## src/rtl/bexkat2_intseq_if.sv

```systemverilog
// bexkat2 integer sequencer request/response bundle.
// master drives the request side, slave returns status and result.
interface bexkat2_intseq_if #(
   parameter int WIDTH = 32
);
   logic             start_i;
   logic [3:0]       func_i;
   logic [WIDTH-1:0] a_i;
   logic [WIDTH-1:0] b_i;
   logic             busy_o;
   logic             done_o;
   logic [WIDTH-1:0] result_o;
   logic             dbz_o;
   logic             illegal_o;

   modport master (
      output start_i, func_i, a_i, b_i,
      input  busy_o, done_o, result_o, dbz_o, illegal_o
   );

   modport slave (
      input  start_i, func_i, a_i, b_i,
      output busy_o, done_o, result_o, dbz_o, illegal_o
   );
endinterface

```

## src/rtl/bexkat2_intseq.sv

```systemverilog
// bexkat2 integer unit sequencer: one-cycle unary ops,
// bit-serial multiply and restoring divide.
module bexkat2_intseq #(
   parameter int WIDTH = 32
) (
   input  logic            clk_i,
   input  logic            rst_i,
   bexkat2_intseq_if.slave bus
);
   localparam int CW = $clog2(WIDTH);

   localparam logic [3:0] F_MUL   = 4'd0;
   localparam logic [3:0] F_DIV   = 4'd1;
   localparam logic [3:0] F_MOD   = 4'd2;
   localparam logic [3:0] F_MULU  = 4'd3;
   localparam logic [3:0] F_DIVU  = 4'd4;
   localparam logic [3:0] F_MODU  = 4'd5;
   localparam logic [3:0] F_MULX  = 4'd6;
   localparam logic [3:0] F_MULUX = 4'd7;
   localparam logic [3:0] F_EXT   = 4'd8;
   localparam logic [3:0] F_EXTB  = 4'd9;
   localparam logic [3:0] F_COM   = 4'd10;

   typedef enum logic [1:0] {
      S_IDLE,
      S_RUN,
      S_FIX
   } state_t;

   state_t             state_q, state_d;
   logic [CW-1:0]      cnt_q, cnt_d;
   logic [2*WIDTH-1:0] acc_q, acc_d;
   logic [WIDTH-1:0]   opnd_q, opnd_d;
   logic [3:0]         func_q, func_d;
   logic               neg_q, neg_d;
   logic               sa_q, sa_d;
   logic [WIDTH-1:0]   result_q, result_d;
   logic               dbz_q, dbz_d;
   logic               ill_q, ill_d;
   logic               done_q, done_d;

   logic               in_sgn, in_mul, in_div, in_quot, b_zero;
   logic [WIDTH-1:0]   mag_a, mag_b, ext16, ext8;

   // Decode the incoming request and form operand magnitudes.
   always_comb begin
      in_sgn  = (bus.func_i == F_MUL) || (bus.func_i == F_DIV) ||
                (bus.func_i == F_MOD) || (bus.func_i == F_MULX);
      in_mul  = (bus.func_i == F_MUL) || (bus.func_i == F_MULU) ||
                (bus.func_i == F_MULX) || (bus.func_i == F_MULUX);
      in_div  = (bus.func_i == F_DIV) || (bus.func_i == F_MOD) ||
                (bus.func_i == F_DIVU) || (bus.func_i == F_MODU);
      in_quot = (bus.func_i == F_DIV) || (bus.func_i == F_DIVU);
      b_zero  = (bus.b_i == '0);
      mag_a   = (in_sgn && bus.a_i[WIDTH-1]) ? -bus.a_i : bus.a_i;
      mag_b   = (in_sgn && bus.b_i[WIDTH-1]) ? -bus.b_i : bus.b_i;
      ext16        = {WIDTH{bus.a_i[15]}};
      ext16[15:0]  = bus.a_i[15:0];
      ext8         = {WIDTH{bus.a_i[7]}};
      ext8[7:0]    = bus.a_i[7:0];
   end

   logic               q_mul, q_hi, q_quot;
   logic [WIDTH:0]     sum, shf, diff;
   logic [2*WIDTH-1:0] step, fixp;
   logic [WIDTH-1:0]   quo, rem;

   // One shift-add or restore-subtract step, plus final sign fix-up.
   always_comb begin
      q_mul  = (func_q == F_MUL) || (func_q == F_MULU) ||
               (func_q == F_MULX) || (func_q == F_MULUX);
      q_hi   = (func_q == F_MULX) || (func_q == F_MULUX);
      q_quot = (func_q == F_DIV) || (func_q == F_DIVU);
      sum  = {1'b0, acc_q[2*WIDTH-1:WIDTH]} +
             {1'b0, (acc_q[0] ? opnd_q : {WIDTH{1'b0}})};
      shf  = {acc_q[2*WIDTH-1:WIDTH], acc_q[WIDTH-1]};
      diff = shf - {1'b0, opnd_q};
      if (q_mul)
         step = {sum, acc_q[WIDTH-1:1]};
      else if (!diff[WIDTH])
         step = {diff[WIDTH-1:0], acc_q[WIDTH-2:0], 1'b1};
      else
         step = {shf[WIDTH-1:0], acc_q[WIDTH-2:0], 1'b0};
      fixp = neg_q ? -acc_q : acc_q;
      quo  = neg_q ? -acc_q[WIDTH-1:0] : acc_q[WIDTH-1:0];
      rem  = sa_q ? -acc_q[2*WIDTH-1:WIDTH] : acc_q[2*WIDTH-1:WIDTH];
   end

   // Sequencer next-state and result selection.
   always_comb begin
      state_d  = state_q;
      cnt_d    = cnt_q;
      acc_d    = acc_q;
      opnd_d   = opnd_q;
      func_d   = func_q;
      neg_d    = neg_q;
      sa_d     = sa_q;
      result_d = result_q;
      dbz_d    = dbz_q;
      ill_d    = ill_q;
      done_d   = 1'b0;
      unique case (state_q)
         S_IDLE: begin
            if (bus.start_i) begin
               func_d = bus.func_i;
               neg_d  = in_sgn & (bus.a_i[WIDTH-1] ^ bus.b_i[WIDTH-1]);
               sa_d   = in_sgn & bus.a_i[WIDTH-1];
               unique case (1'b1)
                  (bus.func_i >= 4'd12): begin
                     result_d = '0;
                     ill_d    = 1'b1;
                     dbz_d    = 1'b0;
                     done_d   = 1'b1;
                  end
                  in_mul: begin
                     state_d = S_RUN;
                     cnt_d   = CW'(WIDTH - 1);
                     acc_d   = {{WIDTH{1'b0}}, mag_b};
                     opnd_d  = mag_a;
                  end
                  (in_div && b_zero): begin
                     result_d = in_quot ? '1 : bus.a_i;
                     dbz_d    = 1'b1;
                     ill_d    = 1'b0;
                     done_d   = 1'b1;
                  end
                  (in_div && !b_zero): begin
                     state_d = S_RUN;
                     cnt_d   = CW'(WIDTH - 1);
                     acc_d   = {{WIDTH{1'b0}}, mag_a};
                     opnd_d  = mag_b;
                  end
                  default: begin
                     dbz_d  = 1'b0;
                     ill_d  = 1'b0;
                     done_d = 1'b1;
                     case (bus.func_i)
                        F_EXT:   result_d = ext16;
                        F_EXTB:  result_d = ext8;
                        F_COM:   result_d = ~bus.a_i;
                        default: result_d = -bus.a_i;
                     endcase
                  end
               endcase
            end
         end
         S_RUN: begin
            acc_d = step;
            cnt_d = cnt_q - 1'b1;
            if (cnt_q == '0)
               state_d = S_FIX;
         end
         S_FIX: begin
            state_d = S_IDLE;
            done_d  = 1'b1;
            dbz_d   = 1'b0;
            ill_d   = 1'b0;
            if (q_mul)
               result_d = q_hi ? fixp[2*WIDTH-1:WIDTH] : fixp[WIDTH-1:0];
            else
               result_d = q_quot ? quo : rem;
         end
         default: state_d = S_IDLE;
      endcase
   end

   // State and datapath registers.
   always_ff @(posedge clk_i or negedge rst_i) begin
      if (!rst_i) begin
         state_q  <= S_IDLE;
         cnt_q    <= '0;
         acc_q    <= '0;
         opnd_q   <= '0;
         func_q   <= '0;
         neg_q    <= 1'b0;
         sa_q     <= 1'b0;
         result_q <= '0;
         dbz_q    <= 1'b0;
         ill_q    <= 1'b0;
         done_q   <= 1'b0;
      end else begin
         state_q  <= state_d;
         cnt_q    <= cnt_d;
         acc_q    <= acc_d;
         opnd_q   <= opnd_d;
         func_q   <= func_d;
         neg_q    <= neg_d;
         sa_q     <= sa_d;
         result_q <= result_d;
         dbz_q    <= dbz_d;
         ill_q    <= ill_d;
         done_q   <= done_d;
      end
   end

   assign bus.busy_o    = (state_q != S_IDLE);
   assign bus.done_o    = done_q;
   assign bus.result_o  = result_q;
   assign bus.dbz_o     = dbz_q;
   assign bus.illegal_o = ill_q;

endmodule

```

## src/flat_wrapper.sv

```systemverilog
// flat-port wrapper written by rule: the top's interface ports become plain ports
module bexkat2_intseq_flat 
#(
   parameter int WIDTH = 32
)
  (clk_i, rst_i, bus_start_i, bus_func_i, bus_a_i, bus_b_i, bus_busy_o, bus_done_o, bus_result_o, bus_dbz_o, bus_illegal_o);
  bexkat2_intseq_if #(.WIDTH(WIDTH)) bus_i ();
  input  logic clk_i;
  input  logic rst_i;
  input wire logic [$bits(bus_i.start_i)-1:0] bus_start_i;
  input wire logic [$bits(bus_i.func_i)-1:0] bus_func_i;
  input wire logic [$bits(bus_i.a_i)-1:0] bus_a_i;
  input wire logic [$bits(bus_i.b_i)-1:0] bus_b_i;
  output wire logic [$bits(bus_i.busy_o)-1:0] bus_busy_o;
  output wire logic [$bits(bus_i.done_o)-1:0] bus_done_o;
  output wire logic [$bits(bus_i.result_o)-1:0] bus_result_o;
  output wire logic [$bits(bus_i.dbz_o)-1:0] bus_dbz_o;
  output wire logic [$bits(bus_i.illegal_o)-1:0] bus_illegal_o;
  assign bus_i.start_i = bus_start_i;
  assign bus_i.func_i = bus_func_i;
  assign bus_i.a_i = bus_a_i;
  assign bus_i.b_i = bus_b_i;
  assign bus_busy_o = bus_i.busy_o;
  assign bus_done_o = bus_i.done_o;
  assign bus_result_o = bus_i.result_o;
  assign bus_dbz_o = bus_i.dbz_o;
  assign bus_illegal_o = bus_i.illegal_o;
  bexkat2_intseq #(.WIDTH(WIDTH)) u_core (.clk_i(clk_i), .rst_i(rst_i), .bus(bus_i));
endmodule
```

## config.mk

```make
export PLATFORM = sky130hd
export DESIGN_NAME = bexkat2_intseq_flat
export DESIGN_NICKNAME = d
export VERILOG_FILES = /design/src/rtl/bexkat2_intseq_if.sv /design/src/rtl/bexkat2_intseq.sv /design/src/flat_wrapper.sv
export SDC_FILE = /design/constraint.sdc
export NUM_CORES = 1
export LEC_CHECK = 0
export CORE_UTILIZATION = 60
export DETAILED_ROUTE_END_ITERATION = 16
export PLACE_DENSITY = 0.79
export RECOVER_POWER = 100
export SLEW_MARGIN = 40
export SYNTH_ARGS = -nofsm -noshare
export SYNTH_HDL_FRONTEND = slang
export SYNTH_SLANG_ARGS = --single-unit
```

## constraint.sdc

```tcl
create_clock -name clk_i -period 6.8 [get_ports clk_i]
set_input_delay 1.36 -clock clk_i [delete_from_list [all_inputs] [get_ports clk_i]]
set_output_delay 1.36 -clock clk_i [all_outputs]
set_load 0.02 [all_outputs]
```

==> reports/summary.txt <==
Post-synth EDFFs = 0
Vias = 17,800
Worst r2r path cells = 14
RePlAce Congestion = 1.04
CP peak stage delay = 0.79 ns
Net Sw Frac = 53.6%
Clock Pin Slew Worst Setup and Hold Paths = 0.06 ns
Max-Cap Viols = 2
Hold path start = u_core.opnd_q[20]$_DFFE_PN0P_
Syn_nets = 2,418
Slew at the pin closest to its max-slew limit = 4.25 ns
Mean Syn Cell Area = 6.97 µm²
Tcrit/Tclk final = 86.1%
Die width = 165 µm
Critical-path top delay cell = nor4_1
Post-synth top area share = 22.7%
Core footprint = 0.0260 mm²
Pin count of the biggest net entering global routing = 76
ANT nets after route = 0
Setup Buffers After CTS = 0
Initial Utilization = 61.1%
M3 GR Usage = 8.66%
Critical Path Sink Type = register
GR Overflow Total = 0
Clk network pwr share = 10.1%
Fin nets = 2,404
Synth area leader = dfrtp_1
DRT Pass-1 Iters = 6
Drt wl/cell = 22.8 µm
Synth Instances = 2,275
Req. time, crit path = 7.10 ns
Final HPWL from detailed placement = 45.2 mm
Clock skew = 0.0131 ns
Max Slew Vio Count = 112
Maximum clock frequency = 0.171 GHz
Synth warn = 0
Post-Route WL = 59.5 mm
Hold WC Path Type = register to register
Most common cell after layout, fill and taps aside = nand2_1
Setup violators final = 0
Seq pwr share = 21.3%
Area contributors post-synth = dfrtp_1, a21oi_1, nand2_1, xnor2_1, o21ai_0
Critical path peak fanout = 22
Synth Register Bits = 144
Crit start category = input pin
CTS Buffer Depth = 2
RSZ-0062 raised after global routing = no
Grt met1 use = 57.1%
Total Routing Usage GR = 44.1%
H-tree levels = 4
Placed cell count = 2,577
Layout cells sized above 1 = 4.49%
Register area share after synthesis = 22.7%
M2 GR Usage = 69.4%
Setup TNS = 0 ns
Clock Latency Late Sink = 0.45 ns
CTS root buf = clkbuf_16
Area Growth Syn to Fin = 10.2%
Pwr dens = 532 mW/mm²
DRC errors left = 0
Final Hold Fails = 0
Peak VDD IR = 0.000859 V
Ys async rst share = 100%
First-pass GRT wire length = 91.1 mm
Antenna cells = 0
Leak = 6.98 nW
Switching power total = 4.99 mW
# rows = 59
Most Crowded Layer GR = met2
Crit path DAT = 6.16 ns
Total Die Area = 0.0271 mm²
Post-synth cell types = 77
Synth Flop Type = dfrtp_1
DR iter-0 viols = 2,263
Vias/cell = 6.81
Cell Area, Synth = 0.0159 mm²
CTS Sinks = 144
Post-CTS Hold Fix Bufs = 0
I/O pins = 107
Vias in the first global route = 16,100
PortBufs = 106
Headroom to the max-slew limit = -183%
Internal = 4.32 mW
Post_cts resized = 0
Most frequent cells in the layout = nand2_1, nor2_1, a21oi_1, o21ai_0, dfrtp_1
Critical path class = input pin to register
Failing checks = capacitance limit, slew limit
Cts bufs inserted = 17
CTS tree = yes
Crit path cell chain = dlygate4sd3_1 -> or4_1 -> or4_1 -> nor4_1 -> nand2_1 -> nor2_1 -> clkbuf_1 -> a211o_1 -> a211o_1 -> a21oi_1 -> a21oi_1 -> o22ai_1
FF-to-FF Start = u_core.acc_q[31]$_DFFE_PN0P_
Die Y = 165 µm
Period minus WS final = 5.86 ns
Hold Path Cell Cnt = 2
Min-Delay Endpoint = u_core.opnd_q[20]$_DFFE_PN0P_
Final cell count without fillers = 2,608
Outcome = finished, violations left
Initial antenna violation count = 1
Combinational share of power = 68.6%
Reg2Reg Capture Point = u_core.acc_q[0]$_DFFE_PN0P_
R2r setup slk = 2.00 ns
==> state kept, by name (all words and copies together) (netlist names) <==
name and flops:
u_core.acc_q 64, u_core.bus.dbz_o 1, u_core.bus.done_o 1, u_core.bus.illegal_o 1, u_core.bus.result_o 32, u_core.cnt_q 5, u_core.func_q 4, u_core.neg_q 1
u_core.opnd_q 32, u_core.sa_q 1, u_core.state_q 2
==> worst max-delay path by stage <==
stage           startpoint                                  end  slack, ns  cells past startpoint
2_1_floorplan  bus_b_i[19]          u_core.cnt_q[1]$_DFFE_PN0P_       2.65                     11
5_1_grt        bus_b_i[11]        u_core.opnd_q[10]$_DFFE_PN0P_       0.73                      9
3_5_place_dp    bus_b_i[0]  u_core.bus.result_o[23]$_DFFE_PN0P_       1.12                     12
4_1_cts         bus_b_i[0]  u_core.bus.result_o[23]$_DFFE_PN0P_       1.56                     12
3_3_place_gp    bus_b_i[0]  u_core.bus.result_o[23]$_DFFE_PN0P_       1.23                     12
6_report       bus_b_i[11]  u_core.bus.result_o[18]$_DFFE_PN0P_       0.94                     12
==> routing by layer <==
metal,vias up,share of wire (%),wire (µm)
met3,216,11,6660
met4,2,5.3,3150
met1,8288,39,23300
met5,-,0.0084,5
met2,1165,44,26500
li1,8093,-,-
==> worst max-delay path, delay by kind of cell <==
family / cells / cell delay, ns
AO/OA/AOI/OAI: 5 / 1.18
AND/OR/NAND/NOR: 5 / 2.26
buffers and inverters: 2 / 1.33
==> synthesized netlist by cell type (22+ instances only) <==
cell type / instances
clkbuf_1: 145
xnor2_1: 125
o21ai_0: 211
or3_1: 31
or4_1: 22
nor2b_1: 24
nor2_1: 270
o221ai_1: 26
a31oi_1: 35
ha_1: 70
nor3_1: 45
xor2_1: 68
o211ai_1: 29
nand2_1: 307
inv_1: 71
dfrtp_1: 144
a21o_1: 28
nand3_1: 41
o31ai_1: 33
a21oi_1: 246
==> power by group through the flow <==
stage,Sequential [mW],Clock (mW),Combinational [mW]
finish,1.98,0.942,6.39
global route,2.02,0.963,6.97
CTS,1.94,0.932,6.27
detailed placement,1.95,0,6.21
global placement,1.93,0,6.06
floorplan,1.70,0,4.72
==> kinds of logic (layout without fill, tap and decap cells) <==
| logic type | count (synthesis) | after routing | share of synthesized area, % |
|---|---|---|---|
| compound gates | 750 | 750 | 28.9 |
| xor+xnor | 193 | 193 | 10.7 |
| fa+ha+maj | 72 | 72 | 5.77 |
| buf+inv | 239 | 237 | 5.86 |
| flops | 144 | 144 | 22.7 |
| mux | 29 | 29 | 1.92 |
| simple gates | 848 | 848 | 24.2 |
==> through the flow <==
stage               utilization (%)  setup slack [ns]  hold WS (ns)  area [µm²]  power [mW]
floorplan                         -              2.65         0.450       15900        6.42
global placement               65.1              1.23         0.461       16900        7.99
detailed placement             65.2              1.12         0.470       16900        8.16
CTS                            67.4              1.56         0.484       17500        9.14
global route                   67.3             0.730         0.497       17500        9.95
finish                         67.3             0.945         0.480       17500        9.31
==> layout make-up <==
| class | count | area (µm²) |
|---|---|---|
| well taps | 335 | 419 |
| repair buffers | 133 | 1250 |
| flip-flops and latches | 144 | 3600 |
| clock inverters | 11 | 109 |
| clock buffers | 20 | 457 |
| fillers | 2330 | 8500 |
| inverters | 73 | 274 |
| multi-input cells | 1892 | 11400 |
Note: power is estimated with default switching activity, not from simulation.
